===== config.mk =====
export PLATFORM = sky130hd
export DESIGN_NAME = apb_protocol_monitor_flat
export DESIGN_NICKNAME = d
export VERILOG_FILES = /design/src/rtl/apb_protocol_monitor_if.sv /design/src/rtl/apb_protocol_monitor.sv /design/src/flat_wrapper.sv
export SDC_FILE = /design/constraint.sdc
export NUM_CORES = 1
export LEC_CHECK = 0
export BUFFER_PORTS_ARGS = -buffer_cell sky130_fd_sc_hd__buf_4
export CAP_MARGIN = 25
export CORE_UTILIZATION = 31
export CTS_CLUSTER_SIZE = 25
export DETAILED_ROUTE_END_ITERATION = 7
export PLACE_DENSITY = 0.49
export SYNTH_ARGS = -nofsm -noshare
export SYNTH_HDL_FRONTEND = slang
export SYNTH_SLANG_ARGS = --single-unit

===== constraint.sdc =====
create_clock -name pclk -period 5 [get_ports pclk]
set_clock_uncertainty 0.1 [all_clocks]
set_input_delay 1 -clock pclk [delete_from_list [all_inputs] [get_ports pclk]]
set_output_delay 1 -clock pclk [all_outputs]
set_load 0.01 [all_outputs]

===== src/rtl/apb_protocol_monitor_if.sv =====
`default_nettype none
// ============================================================================
//  Module      : apb_protocol_monitor_if
//  Description : APB bus bundle with master, slave and passive-monitor views.
//  Revision    : 1.0 - initial release
// ============================================================================
interface apb_protocol_monitor_if #(
    parameter int ADDR_W  = 16,
    parameter int DATA_W  = 32,
    parameter int NUM_SEL = 4
);
    logic [NUM_SEL-1:0] psel;
    logic               penable;
    logic               pwrite;
    logic [ADDR_W-1:0]  paddr;
    logic [DATA_W-1:0]  pwdata;
    logic               pready;
    logic               pslverr;

    modport master  (output psel, penable, pwrite, paddr, pwdata,
                     input  pready, pslverr);
    modport slave   (input  psel, penable, pwrite, paddr, pwdata,
                     output pready, pslverr);
    modport monitor (input  psel, penable, pwrite, paddr, pwdata,
                            pready, pslverr);
endinterface
`default_nettype wire


===== src/rtl/apb_protocol_monitor.sv =====
`default_nettype none
// ============================================================================
//  Module      : apb_protocol_monitor
//  Description : Passive APB checker: tracks SETUP/ACCESS, flags rule
//                violations, counts transfers/errors, captures first error.
//  Revision    : 1.0 - initial release
// ============================================================================
module apb_protocol_monitor #(
    parameter int ADDR_W  = 16,
    parameter int DATA_W  = 32,
    parameter int NUM_SEL = 4,
    parameter int TIMEOUT = 16,
    parameter int CNT_W   = 16
) (
    input  logic                    pclk,
    input  logic                    preset,
    input  logic                    chk_en,
    input  logic                    err_clr,
    apb_protocol_monitor_if.monitor bus,
    output logic [6:0]              err_vec,
    output logic                    err_pulse,
    output logic [CNT_W-1:0]        err_cnt,
    output logic [CNT_W-1:0]        xfer_cnt,
    output logic [CNT_W-1:0]        slverr_cnt,
    output logic                    first_err_valid,
    output logic [2:0]              first_err_id,
    output logic [ADDR_W-1:0]       first_err_addr,
    output logic                    busy
);
    localparam int WAIT_W = $clog2(TIMEOUT + 1);

    localparam logic [1:0]        c_ST_IDLE   = 2'd0;
    localparam logic [1:0]        c_ST_SETUP  = 2'd1;
    localparam logic [1:0]        c_ST_ACCESS = 2'd2;
    localparam logic [WAIT_W-1:0] c_TIMEOUT   = WAIT_W'(TIMEOUT);
    localparam logic [CNT_W-1:0]  c_CNT_MAX   = '1;

    logic [NUM_SEL-1:0] w_psel;
    logic               w_penable, w_pwrite, w_pready, w_pslverr;
    logic [ADDR_W-1:0]  w_paddr;
    logic [DATA_W-1:0]  w_pwdata;

    assign w_psel    = bus.psel;
    assign w_penable = bus.penable;
    assign w_pwrite  = bus.pwrite;
    assign w_paddr   = bus.paddr;
    assign w_pwdata  = bus.pwdata;
    assign w_pready  = bus.pready;
    assign w_pslverr = bus.pslverr;

    logic [1:0]         r_state, w_state_nxt;
    logic [WAIT_W-1:0]  r_wait, w_wait_nxt;
    logic [NUM_SEL-1:0] r_cap_sel;
    logic [ADDR_W-1:0]  r_cap_addr;
    logic               r_cap_write;
    logic [DATA_W-1:0]  r_cap_wdata;
    logic               r_done_d;

    logic               w_sel_any, w_mismatch, w_capture, w_done, w_viol;
    logic [6:0]         w_rule;
    logic [2:0]         w_first_id;

    logic [6:0]         r_err_vec, w_vec_base;
    logic [CNT_W-1:0]   r_err_cnt, w_cnt_base, r_xfer_cnt, r_slverr_cnt;
    logic               r_err_pulse, r_first_valid, w_fv_base;
    logic [2:0]         r_first_id;
    logic [ADDR_W-1:0]  r_first_addr;

    assign w_sel_any  = |w_psel;
    assign w_mismatch = (w_psel != r_cap_sel) || (w_paddr != r_cap_addr) ||
                        (w_pwrite != r_cap_write) ||
                        (w_pwrite && (w_pwdata != r_cap_wdata));

    always_comb begin
        w_state_nxt = r_state;
        w_wait_nxt  = r_wait;
        w_capture   = 1'b0;
        w_done      = 1'b0;
        w_rule      = '0;
        w_rule[2]   = r_done_d && w_penable;
        w_rule[4]   = (w_psel & (w_psel - NUM_SEL'(1))) != '0;
        w_rule[6]   = w_penable && !w_sel_any && !r_done_d;
        case (r_state)
            c_ST_IDLE: begin
                if (w_sel_any) begin
                    w_rule[0]   = w_penable;
                    w_capture   = 1'b1;
                    w_state_nxt = c_ST_SETUP;
                end
            end
            c_ST_SETUP: begin
                if ((w_psel == r_cap_sel) && w_penable) begin
                    w_rule[3] = w_mismatch;
                    if (w_pready) begin
                        w_done      = 1'b1;
                        w_state_nxt = c_ST_IDLE;
                        w_wait_nxt  = '0;
                    end else if (c_TIMEOUT == WAIT_W'(1)) begin
                        w_rule[5]   = 1'b1;
                        w_state_nxt = c_ST_IDLE;
                        w_wait_nxt  = '0;
                    end else begin
                        w_state_nxt = c_ST_ACCESS;
                        w_wait_nxt  = WAIT_W'(1);
                    end
                end else if (!w_sel_any) begin
                    w_rule[1]   = 1'b1;
                    w_state_nxt = c_ST_IDLE;
                end else begin
                    w_rule[1]   = 1'b1;
                    w_capture   = 1'b1;
                end
            end
            c_ST_ACCESS: begin
                // An early psel drop is already caught by the mismatch term.
                w_rule[3] = w_mismatch;
                if (!w_sel_any) begin
                    w_state_nxt = c_ST_IDLE;
                    w_wait_nxt  = '0;
                end else if (w_pready) begin
                    w_done      = 1'b1;
                    w_state_nxt = c_ST_IDLE;
                    w_wait_nxt  = '0;
                end else if ((r_wait + WAIT_W'(1)) == c_TIMEOUT) begin
                    w_rule[5]   = 1'b1;
                    w_state_nxt = c_ST_IDLE;
                    w_wait_nxt  = '0;
                end else begin
                    w_wait_nxt  = r_wait + WAIT_W'(1);
                end
            end
            default: begin
                w_state_nxt = c_ST_IDLE;
                w_wait_nxt  = '0;
            end
        endcase
    end

    always_comb begin
        w_first_id = '0;
        for (int i = 6; i >= 0; i--) begin
            if (w_rule[i]) w_first_id = 3'(i);
        end
    end

    assign w_viol     = chk_en && (w_rule != '0);
    assign w_vec_base = err_clr ? '0 : r_err_vec;
    assign w_cnt_base = err_clr ? '0 : r_err_cnt;
    assign w_fv_base  = err_clr ? 1'b0 : r_first_valid;

    always_ff @(posedge pclk) begin
        if (preset) begin
            r_state <= c_ST_IDLE;
        end else begin
            r_state <= w_state_nxt;
        end
    end

    always_ff @(posedge pclk) begin
        if (preset) begin
            r_wait        <= '0;
            r_cap_sel     <= '0;
            r_cap_addr    <= '0;
            r_cap_write   <= 1'b0;
            r_cap_wdata   <= '0;
            r_done_d      <= 1'b0;
            r_err_vec     <= '0;
            r_err_pulse   <= 1'b0;
            r_err_cnt     <= '0;
            r_xfer_cnt    <= '0;
            r_slverr_cnt  <= '0;
            r_first_valid <= 1'b0;
            r_first_id    <= '0;
            r_first_addr  <= '0;
        end else begin
            r_wait   <= w_wait_nxt;
            r_done_d <= w_done;
            if (w_capture) begin
                r_cap_sel   <= w_psel;
                r_cap_addr  <= w_paddr;
                r_cap_write <= w_pwrite;
                r_cap_wdata <= w_pwdata;
            end
            if (w_done) begin
                r_xfer_cnt <= r_xfer_cnt + CNT_W'(1);
                if (w_pslverr && (r_slverr_cnt != c_CNT_MAX)) begin
                    r_slverr_cnt <= r_slverr_cnt + CNT_W'(1);
                end
            end
            // err_clr and a same-cycle violation: record on top of cleared state.
            r_err_pulse <= w_viol;
            r_err_vec   <= w_vec_base | (chk_en ? w_rule : 7'd0);
            if (w_viol && (w_cnt_base != c_CNT_MAX)) begin
                r_err_cnt <= w_cnt_base + CNT_W'(1);
            end else begin
                r_err_cnt <= w_cnt_base;
            end
            if (w_viol && !w_fv_base) begin
                r_first_valid <= 1'b1;
                r_first_id    <= w_first_id;
                r_first_addr  <= w_paddr;
            end else if (err_clr) begin
                r_first_valid <= 1'b0;
                r_first_id    <= '0;
                r_first_addr  <= '0;
            end
        end
    end

    assign err_vec         = r_err_vec;
    assign err_pulse       = r_err_pulse;
    assign err_cnt         = r_err_cnt;
    assign xfer_cnt        = r_xfer_cnt;
    assign slverr_cnt      = r_slverr_cnt;
    assign first_err_valid = r_first_valid;
    assign first_err_id    = r_first_id;
    assign first_err_addr  = r_first_addr;
    assign busy            = (r_state != c_ST_IDLE);
endmodule
`default_nettype wire


===== src/flat_wrapper.sv =====
// flat-port wrapper written by rule: the top's interface ports become plain ports
module apb_protocol_monitor_flat 
#(
    parameter int ADDR_W  = 16,
    parameter int DATA_W  = 32,
    parameter int NUM_SEL = 4,
    parameter int TIMEOUT = 16,
    parameter int CNT_W   = 16
)
  (pclk, preset, chk_en, err_clr, err_vec, err_pulse, err_cnt, xfer_cnt, slverr_cnt, first_err_valid, first_err_id, first_err_addr, busy, bus_psel, bus_penable, bus_pwrite, bus_paddr, bus_pwdata, bus_pready, bus_pslverr);
  apb_protocol_monitor_if #(.ADDR_W(ADDR_W), .DATA_W(DATA_W), .NUM_SEL(NUM_SEL)) bus_i ();
  input  logic pclk;
  input  logic preset;
  input  logic chk_en;
  input  logic err_clr;
  output logic [6:0] err_vec;
  output logic err_pulse;
  output logic [CNT_W-1:0] err_cnt;
  output logic [CNT_W-1:0] xfer_cnt;
  output logic [CNT_W-1:0] slverr_cnt;
  output logic first_err_valid;
  output logic [2:0] first_err_id;
  output logic [ADDR_W-1:0] first_err_addr;
  output logic busy;
  input wire logic [$bits(bus_i.psel)-1:0] bus_psel;
  input wire logic [$bits(bus_i.penable)-1:0] bus_penable;
  input wire logic [$bits(bus_i.pwrite)-1:0] bus_pwrite;
  input wire logic [$bits(bus_i.paddr)-1:0] bus_paddr;
  input wire logic [$bits(bus_i.pwdata)-1:0] bus_pwdata;
  input wire logic [$bits(bus_i.pready)-1:0] bus_pready;
  input wire logic [$bits(bus_i.pslverr)-1:0] bus_pslverr;
  assign bus_i.psel = bus_psel;
  assign bus_i.penable = bus_penable;
  assign bus_i.pwrite = bus_pwrite;
  assign bus_i.paddr = bus_paddr;
  assign bus_i.pwdata = bus_pwdata;
  assign bus_i.pready = bus_pready;
  assign bus_i.pslverr = bus_pslverr;
  apb_protocol_monitor #(.ADDR_W(ADDR_W), .DATA_W(DATA_W), .NUM_SEL(NUM_SEL), .TIMEOUT(TIMEOUT), .CNT_W(CNT_W)) u_core (.pclk(pclk), .preset(preset), .chk_en(chk_en), .err_clr(err_clr), .bus(bus_i), .err_vec(err_vec), .err_pulse(err_pulse), .err_cnt(err_cnt), .xfer_cnt(xfer_cnt), .slverr_cnt(slverr_cnt), .first_err_valid(first_err_valid), .first_err_id(first_err_id), .first_err_addr(first_err_addr), .busy(busy));
endmodule

==> results by group, run 1 <==
Global route
  • GRT Util Overall: 17.00%
  • Initial antenna violation count: 0
  • Grt ovf: 0
  • Largest net degree at the start of global routing: 87
  • First-pass GRT wire length: 28990 um
  • Vias in the first global route: 5456

Critical path
  • CP Cell Sequence: buf_4 -> nor4_2 -> nor3_1 -> a21oi_1 -> nand4b_4 -> o31a_1 -> buf_4 -> nand2_2 -> mux2i_1
  • Reg2reg end: u_core.first_err_addr[1]$_SDFFE_PP0P_
  • Crit Path Category: in2reg
  • Critical Path End Type: flip-flop
  • Most common cell on crit path: buf_4
  • Max incr delay on CP: 0.63 ns
  • Max FO, Critical Path: 35
  • CP Depth: 9
  • Crit path DAT: 3.55 ns
  • Register-to-Register Setup Slack: 1.91 ns
  • Buf+Inv Stages, Crit Path: 2
  • R2r startpoint: u_core.r_state[0]$_SDFFE_PP0P_
  • CP max stage cell: nor4_2
  • Critical path's top delay family: simple AND/OR/NAND/NOR gates
  • Critical Path Source Type: primary input
  • Critical Path RT: 5.24 ns
  • Worst Reg-to-Reg Cells: 9

Clock network
  • Num CTS Buffers: 17
  • Max Root-Sink Buffers: 2
  • CTS Root Cell: clkbuf_16
  • Hold-fix buffers, CTS: 0
  • Htree depth: 4
  • Reg clk slew, reported paths: 0.06 ns
  • Clock Latency Late Sink: 0.42 ns
  • TritonCTS clock tree: built
  • CTS-repair resized insts: 0
  • CTS sink cnt: 137
  • Post-CTS Setup Inserts: 0

Hold path
  • Hold Path Depth: 2
  • Worst hold endpoint: u_core.r_cap_wdata[26]$_SDFFE_PP0P_
  • Hold WC Path Type: reg2reg
  • Worst Min Path Start: u_core.r_cap_wdata[26]$_SDFFE_PP0P_

Route
  • Vias per cell: 4.886
  • Final ANT Viol Nets: 0
  • Met2 WL post-DR: 7750 um
  • Via count: 5780
  • DRT Pass-1 Iters: 4
  • Wire length per cell: 14.98 um
  • DRT met1 WL: 9014 um
  • Highest Signal Layer: met4
  • Final wirelength: 17720 um
  • Met3 wire len: 761 um
  • DRC: 0
  • DR iter-0 viols: 342

Yosys
  • Sequential share of the synthesized area: 42.05%
  • Post-synth EDFFs: 0
  • Ys async rst share: 0%
  • Top FF cell, synth: dfxtp_1
  • Synthesized Nets: 849
  • Flops & latches, synth: 137
  • Post-synthesis cell count: 782
  • Syn avg cell area: 8.341 sq um
  • Cell Area, Synth: 6523 sq um
  • Netlist cell types: 59
  • Yosys warnings: 0

Die
  • Die X: 147.1 um
  • Die H: 147.1 um
  • Die Area: 21620 sq um
  • Starting density of the core: 31.93%
  • Top-Level Pins: 137
  • Core box area: 20430 sq um
  • FP Rows: 52

Placed design
  • Final HPWL DP: 12330 um
  • Final Wtd Congestion: 0.7532
  • Number of buffers added on ports: 136
  • Placed Area: 7784 sq um

Power
  • Leak: 3.332 nW
  • Power per cell area: 343.0 nW/um^2
  • Worst-case vdd ir drop: 0.2406 mV

STA
  • RSZ-0062 raised after global routing: false
  • Min Tclk post-route: 3.305 ns
  • # setup viols final: 0
  • Slew Limit Fails: 0
  • Fmax: 0.3026 GHz
  • Final TNS setup: 0 ns
  • Period utilization: 66.10%
  • Fin. Hold Viols: 0
  • Relative slew margins: 38.87%
  • Fin Hold WS: 0.3657 ns
  • Slew of the pin with the lowest slew margin: 0.9169 ns

Outcome
  • Status: completed

Finish
  • Share of layout cells above drive strength 1: 21.03%
  • Count of inserted antenna diode cells: 0
  • Final Util: 41.03%
  • # nets final: 969
  • Synthesis-to-layout area growth: 28.51%
  • Fin area: 8382 sq um
  • Filler Cells Inserted: 2130

Job
  • Max cap viols: 0
## cells in the final DEF (no fill, tap or decap), drive strengths merged, types with 12 or more instances in the layout
cell type	netlist	routed
nor3	21	21
nor4	13	13
nand2	151	151
buf	8	142
xnor2	70	70
dfxtp	137	137
nor2	56	56
nand4	18	18
inv	12	12
clkbuf	33	23
and4b	16	16
o21ai	13	13
a21oi	73	73
nand3	29	29
a31o	18	18
## worst max-delay path by stage
stage / startpoint / endpoint / slack, ns
floorplan: bus_psel[3] / u_core.err_cnt[2]$_SDFF_PP0_ / 1.84
global placement: bus_psel[3] / u_core.first_err_addr[2]$_SDFFE_PP0P_ / 1.29
detailed placement: bus_psel[3] / u_core.err_cnt[7]$_SDFF_PP0_ / 1.24
CTS: bus_psel[3] / u_core.err_cnt[7]$_SDFF_PP0_ / 1.69
global route: bus_psel[3] / u_core.err_cnt[7]$_SDFF_PP0_ / 1.46
finish: bus_psel[3] / u_core.first_err_id[2]$_SDFFE_PP0P_ / 1.69
## registers in the layout, indices dropped and copies added, names as in the netlist
| register | flops |
|---|---|
| u_core.err_cnt | 16 |
| u_core.err_pulse | 1 |
| u_core.err_vec | 7 |
| u_core.first_err_addr | 16 |
| u_core.first_err_id | 3 |
| u_core.first_err_valid | 1 |
| u_core.r_cap_addr | 16 |
| u_core.r_cap_sel | 4 |
| u_core.r_cap_wdata | 32 |
| u_core.r_cap_write | 1 |
| u_core.r_done_d | 1 |
| u_core.r_state | 2 |
| u_core.r_wait | 5 |
| u_core.slverr_cnt | 16 |
| u_core.xfer_cnt | 16 |
## cells by family (layout without fill, tap and decap cells)
| kind of cell | Yosys count | in the layout | synth area share [%] |
|---|---|---|---|
| xor gates and xnor gates | 80 | 80 | 10.74 |
| AOI/OAI and AO/OA | 138 | 138 | 13.43 |
| muxes | 12 | 12 | 1.918 |
| and+or+nand+nor | 354 | 354 | 26.95 |
| adders and majority gates | 8 | 8 | 1.496 |
| DFF | 137 | 137 | 42.05 |
| buffers and inverters | 53 | 184 | 3.414 |
## synthesized netlist by cell type (all sizes together), types with 2 or more instances
cell type  count  area, sq um
a211oi         2        15.01
or4            3        22.52
a21o           3        22.52
buf            8        53.80
ha             7        87.58
nor3          21        105.1
o2111ai        2        17.52
nor2b          9        56.30
a22oi         10        75.07
or2            2        12.51
a21oi         73        365.4
clkbuf        33        123.9
and2           4        25.03
o21ai         13        65.06
inv           12        45.04
nor3b          4        30.03
nand4b         2        32.53
and3          10        62.56
a31oi          2        12.51
xor2          10        87.58
o31ai          2        20.02
o31a           2        26.28
nand3         29        145.1
and4           4        35.03
a41oi          2        17.52
dfxtp        137         2743
nand4         18        112.6
nor4          13        87.58
a31o          18        157.6
a32oi          2        17.52
mux2           4        45.04
mux2i          8        80.08
xnor2         70        613.1
or3            9        56.30
nor2          56        210.2
nand2        151        569.3
and4b         16        160.2
## report_power, final
part / leakage, nW / internal [W] / switching, W / total, W
sequential: 1.12 / 0.00116 / 0.0000398 / 0.00120
clock: 0.293 / 0.000806 / 0.000464 / 0.00127
combinational: 1.92 / 0.000176 / 0.000234 / 0.000410
## layout make-up
| type | instances | area, sq um | share of cell area, % |
|---|---|---|---|
| Multi-Input combinational cell | 592 | 3567 | 42.56 |
| Timing Repair Buffer | 142 | 1091 | 13.02 |
| Inverter | 12 | 45.04 | 0.5374 |
| Sequential cell | 137 | 2743 | 32.72 |
| Clock inverter | 7 | 90.09 | 1.075 |
| Clock buffer | 23 | 508.0 | 6.061 |
| Tap cell | 270 | 337.8 | 4.030 |
## worst register-to-register path, stage by stage (launching register included)
cell and delay, ns:
dfxtp_1 0.38, inv_1 0.08, ha_1 0.41, and3_1 0.19, a22oi_1 0.12, a211oi_1 0.49
o31a_1 0.21, buf_4 0.33, nand2_2 0.35, a31o_2 0.35
## per-stage QoR
stage                     instances  power (W)  setup WS, ns
after global routing           1183   0.003020         1.463
after global placement         1152   0.001625         1.289
after detailed placement       1153   0.001635         1.237
final                          1183   0.002875         1.695
after CTS                      1183   0.002925         1.687
after floorplan                 782   0.001478         1.838
## routing by layer
metal / global-route usage, % / vias up
met5: 0 / -
met4: 5.000 / 0
met3: 3.944 / 10
met2: 24.95 / 124
met1: 24.55 / 2666
li1: - / 2980
Power figures use the tool's default switching activity.
==> run 2, diff against run 1 <==
Settings changed: PLACE_DENSITY 0.49 to 0.51.
Clock period 5 ns to 2.8 ns, I/O delays scaled along.
==> run 2 against run 1 <==
Net effect: register-to-register slack worse by 1.7 ns; final cell count is 2.7% higher; critical path depth increased by 1; hold slack worse by 0.064 ns; sequential power rose by 78%; core utilization rose by 1.2 points; wire length grew 1.0%; critical path type is now reg2reg; critical endpoint is now u_core.err_cnt[9]$_SDFF_PP0_.
==> results by group, run 2 (synthesis results as in run 1) <==
Global route
  • GRT Util Overall: 17.04%
  • Initial antenna violation count: 0
  • Grt ovf: 0
  • Largest net degree at the start of global routing: 84
  • First-pass GRT wire length: 29330 um
  • Vias in the first global route: 5494

Placed design
  • Final Wtd Congestion: 0.7669
  • Dpl cells: 1184
  • Number of buffers added on ports: 136
  • Final HPWL DP: 12630 um

Critical path
  • Critical Path RT: 3.01 ns
  • Crit path DAT: 2.80 ns
  • Critical Path Source Type: flip-flop
  • Max FO, Critical Path: 4
  • Crit Path Category: reg2reg
  • Critical Path End Type: flip-flop

Route
  • Via count: 5938
  • DRC: 0
  • DRT Pass-1 Iters: 4
  • Vias per cell: 4.887
  • Final ANT Viol Nets: 0
  • Final wirelength: 17910 um
  • Wire length per cell: 14.74 um
  • DR iter-0 viols: 289

Power
  • Leak: 3.496 nW
  • Worst-case vdd ir drop: 0.4331 mV
  • Power per cell area: 588.3 nW/um^2

Hold path
  • Hold WC Path Type: in2reg

STA
  • # setup viols final: 0
  • Final TNS setup: 0 ns
  • Relative slew margins: 57.32%
  • Slew of the pin with the lowest slew margin: 0.6343 ns
  • Fin. Hold Viols: 0
  • Slew Limit Fails: 0
  • Min Tclk post-route: 2.595 ns
  • RSZ-0062 raised after global routing: false
  • Period utilization: 92.67%
  • Fmax: 0.3854 GHz

Clock network
  • TritonCTS clock tree: built
  • Num CTS Buffers: 17
  • CTS-repair resized insts: 0
  • Post-CTS Setup Inserts: 0
  • Max Root-Sink Buffers: 2
  • Hold-fix buffers, CTS: 0
  • Clock Latency Late Sink: 0.41 ns
  • CTS sink cnt: 137
  • Reg clk slew, reported paths: 0.06 ns
  • Htree depth: 4
  • CTS Root Cell: clkbuf_16

Die
  • Starting density of the core: 31.93%
  • Top-Level Pins: 137
  • Die X: 147.1 um
  • Die Area: 21620 sq um
  • Die H: 147.1 um
  • Core box area: 20430 sq um
  • FP Rows: 52

Finish
  • Share of layout cells above drive strength 1: 23.60%
  • Final non-filler cell total: 1215
  • Synthesis-to-layout area growth: 32.42%
  • Count of inserted antenna diode cells: 0
  • Most flops, register: u_core.r_cap_wdata
  • Most frequent cells in the layout: buf_4 (166), nand2_1 (149), dfxtp_1 (137)
  • # nets final: 1000
  • Largest register FFs: 32
  • Most common cell after layout, fill and taps aside: buf_4

Job
  • Max cap viols: 0

Outcome
  • Status: completed
run 2: worst paths after layout:
kind,start,to,slack [ns],cells after the start
max reg2reg,u_core.r_state[0]$_SDFFE_PP0P_,u_core.err_cnt[9]$_SDFF_PP0_,0.21,10
min reg2reg,u_core.r_cap_write$_SDFFE_PP0P_,u_core.r_cap_write$_SDFFE_PP0P_,0.37,2
max,u_core.r_state[0]$_SDFFE_PP0P_,u_core.err_cnt[9]$_SDFF_PP0_,0.21,10
min,bus_pwdata[12],u_core.r_cap_wdata[12]$_SDFFE_PP0P_,0.30,3
run 2: worst max-delay path, cell delays in order (launching register included):
cell and delay, ns:
dfxtp_1 0.36, inv_1 0.08, ha_1 0.33, and3_1 0.16, a22oi_1 0.09, a211oi_1 0.32
buf_4 0.18, o31ai_2 0.06, buf_4 0.15, or4_1 0.53, mux2i_1 0.13
run 2: metrics by stage:
stage	hold WS, ns	power (W)	setup slack, ns	utilization (%)	instance area [sq um]
after floorplan	0.3481	0.002640	0.07775	-	6523
after global placement	0.3547	0.002980	-0.1717	39.55	8079
after detailed placement	0.3589	0.002983	-0.1685	39.55	8079
after CTS	0.2817	0.005160	0.1665	42.28	8637
after global routing	0.2854	0.005347	0.03731	42.28	8637
final	0.3018	0.005081	0.2053	42.28	8637
run 2: cell type report:
| class | count | area, sq um |
|---|---|---|
| fill | 2119 | 11790 |
| multi-input combinational | 592 | 3567 |
| sequential | 137 | 2743 |
| timing repair buffer | 173 | 1386 |
| clock buffer | 18 | 429.2 |
| tap | 270 | 337.8 |
| clock inverter | 13 | 128.9 |
| inverter | 12 | 45.04 |
run 2: where the power goes:
part	switching (W)	total [W]	internal (W)
clock	0.000849	0.00215	0.00130
combinational	0.000428	0.000798	0.000369
sequential	0.0000725	0.00214	0.00206
run 2: metal layers:
metal	global-route usage [%]	up-vias	share of wire [%]
li1	-	3029	-
met1	24.15	2790	51
met2	25.78	108	44
met3	3.882	11	3.6
met4	4.691	0	0.86
met5	0	-	0
